### src/rtl/exp_datapath.sv
// exp_datapath
// Iterative fixed-point datapath for the 6-term Taylor series of e^x.
// x is unsigned Q0.16, the running term T and sum S are unsigned Q2.16.
// Each enabled cycle multiplies the current term by x and by the next
// Taylor coefficient 1/(k+1). The product is added into the sum, so after
// five enabled cycles S = 1 + x + x^2/2 + x^3/6 + x^4/24 + x^5/120.
// The start/ready/done controller above this block drives clr, c_en and
// reg_en, and it watches c5 to learn that the iteration is complete.

module exp_datapath #(
  parameter int XW = 16,
  parameter int RW = 18
) (
  input  logic          clk,
  input  logic          rst,
  input  logic          clr,
  input  logic          c_en,
  input  logic          reg_en,
  input  logic [XW-1:0] x_in,
  output logic          c5,
  output logic [RW-1:0] result
);

  // Coefficients are Q1.16, one bit wider than x, so that 1.0 fits.
  localparam int CW = XW + 1;
  // Width of the T * x product.
  localparam int PW = RW + XW;
  // Width of the P1 * C product.
  localparam int TW = RW + CW;

  localparam logic [RW-1:0] ONE_Q    = 18'h10000;
  localparam logic [2:0]    CNT_LAST = 3'd5;
  localparam logic [2:0]    CNT_ZERO = 3'd0;
  localparam logic [2:0]    CNT_STEP = 3'd1;

  // Taylor coefficient 1/(idx+1) in Q1.16. Each value is truncated.
  // Indices past the last term return zero, but the iteration never
  // reads them because the counter saturates at 5.
  function automatic logic [CW-1:0] coef_rom(input logic [2:0] idx);
    logic [CW-1:0] c;
    case (idx)
      3'd0:    c = 17'h10000;
      3'd1:    c = 17'h08000;
      3'd2:    c = 17'h05555;
      3'd3:    c = 17'h04000;
      3'd4:    c = 17'h03333;
      default: c = 17'h00000;
    endcase
    return c;
  endfunction

  // Architectural state
  logic [XW-1:0] r_x;
  logic [RW-1:0] r_t;
  logic [RW-1:0] r_s;
  logic [2:0]    r_cnt;

  // Datapath wires
  logic          w_active;
  logic [CW-1:0] w_coef;
  logic [PW-1:0] w_p1_full;
  logic [RW-1:0] w_p1;
  logic [TW-1:0] w_tn_full;
  logic [RW-1:0] w_tn;
  logic [RW-1:0] w_sum;

  // While the counter is below 5, both the term path and the counter may advance.
  assign w_active = (r_cnt < CNT_LAST);

  // The coefficient is looked up with the counter value from before this edge.
  assign w_coef = coef_rom(r_cnt);

  // P1 = T * x, truncated back to Q2.16. Because T <= 1.0 and x < 1.0,
  // the bits above the kept field are always zero.
  assign w_p1_full = PW'(r_t) * PW'(r_x);
  assign w_p1      = RW'(w_p1_full >> XW);

  // Tn = P1 * C, truncated back to Q2.16. Again the dropped high bits are zero.
  assign w_tn_full = TW'(w_p1) * TW'(w_coef);
  assign w_tn      = RW'(w_tn_full >> XW);

  // S stays below e < 4, so this sum never overflows Q2.16.
  assign w_sum = r_s + w_tn;

  // Operand, term and sum registers. Async reset has top priority, then the
  // controller's clear (which loads x and 1.0), then the enabled term update.
  always_ff @(posedge clk or posedge rst) begin
    if (rst) begin
      r_x <= '0;
      r_t <= '0;
      r_s <= '0;
    end else if (clr) begin
      r_x <= x_in;
      r_t <= ONE_Q;
      r_s <= ONE_Q;
    end else if (reg_en && w_active) begin
      r_t <= w_tn;
      r_s <= w_sum;
    end else begin
      r_x <= r_x;
      r_t <= r_t;
      r_s <= r_s;
    end
  end

  // Iteration counter. It is enabled separately from the term registers and
  // saturates at 5 instead of wrapping.
  always_ff @(posedge clk or posedge rst) begin
    if (rst) begin
      r_cnt <= CNT_ZERO;
    end else if (clr) begin
      r_cnt <= CNT_ZERO;
    end else if (c_en && w_active) begin
      r_cnt <= r_cnt + CNT_STEP;
    end else begin
      r_cnt <= r_cnt;
    end
  end

  // c5 is decoded directly from the counter register. It rises on the same
  // edge that writes the final sum, so the controller sees both together.
  assign c5     = (r_cnt == CNT_LAST);
  assign result = r_s;

endmodule

### config.mk
export PLATFORM = sky130hd
export DESIGN_NAME = exp_datapath
export DESIGN_NICKNAME = d
export VERILOG_FILES = /design/src/rtl/exp_datapath.sv
export SDC_FILE = /design/constraint.sdc
export NUM_CORES = 1
export LEC_CHECK = 0
export CORE_MARGIN = 2
export CORE_UTILIZATION = 66
export DETAILED_ROUTE_END_ITERATION = 12
export GPL_TIMING_DRIVEN = 0
export PLACE_DENSITY = 0.87
export SYNTH_ARGS = -nofsm -noshare
export SYNTH_HDL_FRONTEND = slang
export SYNTH_SLANG_ARGS = --single-unit
### constraint.sdc
create_clock -name clk -period 17.15 [get_ports clk]
set_input_delay 4.2875 -clock clk [delete_from_list [all_inputs] [get_ports clk]]
set_output_delay 4.2875 -clock clk [all_outputs]
set_load 0.02 [all_outputs]
==> run metrics <==
outcome=completed; Req. time, crit path=17.35 ns; Setup Fix Bufs, Post-CTS=0; clk_lat worst skew=0.32 ns; setup_tns=0 ns; GRT overflow=0; Max transition margin=0.239; vias in the first global route=16881; TritonCTS clock tree=done; deepest clock path buffer count=2; Top FF cell, synth=dfrtp_1; Yosys reg bits=55; Data arrival, critical path=16.48 ns; cell chosen for the clock root=clkbuf_16; Final Wtd Congestion=1.03; setup violators final=0; max-slew violations=0; DIE AREA=31200 µm²; Yosys warning total=0; Via Count=15175; Routed Antenna Nets=0; GRT Total Usage=0.358; most frequent cells in the layout=563 x inv_1, 404 x fa_1, 270 x ha_1; CP peak stage delay=0.70 ns; slew at the pin closest to its max-slew limit=1.13 ns; Final Hold Fails=0; post-cts sizing count=0; family with the most delay on the worst path=adder cells; core area=29500 µm²; Top-Level Pins=40; final cell count without fillers=2625; WP buf/inv=9; final wirelength=52.2 mm; syn avg cell area=9.00 µm²; Worst setup SP type=flip-flop; antenna violations before repair=2; pin count of the biggest net entering global routing=30; Synth cell types=59; routed vias/inst=5.78; Die H=177 µm; hold_buf cts=0; first-pass GRT wire length=85.5 mm; CTS Sinks=55; crit path max fanout=10; num rows=63; nets=2928; Starting Density=0.667; Worst path slowest cell=a22oi_1; DIE WIDTH=177 µm; 1st-pass router iterations=6; area grow syn2layout=5.41%; total CTS buffers=5; Fin Clk Skew=0.0162 ns; CP endpoint kind=flip-flop; Mapped Area=19700 µm²; Placed Cells=2616; DRT iter0 DRCs=1543; worst min path class=flip-flop to flip-flop; period utilization=0.949; detailed-route DRC error count=0; ys async rst share=1.00; Most common cell on crit path=fa_1; Clk pin slew, worst setup/hold paths=0.09 ns; minimum clock period=16.28 ns; H-tree depth=2; f_max=61.4 MHz; EDFF count, synth=0; post-synthesis cell count=2185; sequential fraction of the synthesis area=0.0700; Setup Crit Path Kind=flip-flop to flip-flop; DR WL/cell=19.9 µm; share of layout cells above drive strength 1=0.0197; DP Wirelength=44.7 mm; RSZ-0062 raised after global routing=false; Port Buffer Count=39; Max-cap violations=0; net count after synthesis=2880; most common cell after layout, fill and taps aside=inv_1
[routing by layer]
| metal | track usage | wire (µm) |
|---|---|---|
| met5 | 0 | 10 |
| met4 | 0.159 | 2670 |
| met3 | 0.0829 | 5770 |
| met2 | 0.581 | 24200 |
| met1 | 0.461 | 19500 |
[final timing paths]
kind	from	endpoint	slack [ns]	depth (start not counted)
worst max-delay path	r_x[3]$_DFFE_PP0P_	result[17]$_DFFE_PP0P_	0.87	50
worst min-delay path	result[10]$_DFFE_PP0P_	result[10]$_DFFE_PP0P_	0.55	2
worst max register to register	r_x[3]$_DFFE_PP0P_	result[17]$_DFFE_PP0P_	0.87	50
worst min register to register	result[10]$_DFFE_PP0P_	result[10]$_DFFE_PP0P_	0.55	2
max in group asynchronous	rst	result[14]$_DFFE_PP0P_	12.22	3
min in group asynchronous	rst	result[13]$_DFFE_PP0P_	4.35	2
[sequential cells by signal, summed over array words and instances, names as in the netlist]
| signal | cells |
|---|---|
| r_cnt | 3 |
| r_t | 18 |
| r_x | 16 |
| result | 18 |
[area by class of cell]
class                      instances  area [µm²]
antenna                            1        2.50
buffer                            70         264
clock buffer                       5         125
clock inverter                     3        33.8
fill                            2193        8750
inverter                         564        2120
multi-input combinational       1496       15900
sequential                        55        1380
tap                              390         488
timing repair buffer              41         415
[cell usage after synthesis, drive strengths merged, types with 3 or more instances]
master    n  area share
o21ai    24      0.0061
and2    128       0.041
dfrtp    55       0.070
nor4      5      0.0016
o31ai     3      0.0011
o21a      7      0.0027
clkbuf   65       0.012
nand4     7      0.0022
mux2     17      0.0097
o211ai    3      0.0011
nand2b   16      0.0051
or3       6      0.0019
a21oi    71       0.018
nand2   253       0.048
inv     564        0.11
nor2    114       0.022
xnor2    31       0.014
a21o     13      0.0050
a211oi   11      0.0042
o22ai     3     0.00095
o21bai    5      0.0019
nand3    14      0.0036
fa      404        0.41
or2      11      0.0035
a31oi     5      0.0024
and3      9      0.0029
ha      270        0.17
buf       5      0.0010
nor3      8      0.0020
xor2     19      0.0085
nor2b    13      0.0041
[worst min-delay path, stage by stage (launching register included)]
cell and delay (ns):
dfrtp_1 0.40, nand2_1 0.06, a21oi_1 0.05
[stage by stage]
stage | setup WS (ns) | utilization | instance area, µm² | hold WS [ns]
floorplan | 3.84 | - | 19700 | 0.548
global placement | 1.30 | 0.697 | 20500 | 0.540
finish | 0.868 | 0.703 | 20700 | 0.551
CTS | 1.22 | 0.703 | 20700 | 0.556
detailed placement | 1.30 | 0.698 | 20600 | 0.545
global route | 0.224 | 0.703 | 20700 | 0.563
[kinds of logic (layout without fill, tap and decap cells)]
family	count (synthesis)	in the layout	share of synthesized area
fa+ha+maj	674	674	0.583
buf+inv	634	683	0.121
simple gates	590	590	0.140
compound gates	163	163	0.0520
flops	55	55	0.0700
xor+xnor	51	51	0.0235
mux	18	18	0.0102
other cells	0	1	0
Power is left out: the tool's default activity adds up to more than one toggle a clock period on the data nets, which glitch-free logic cannot reach.
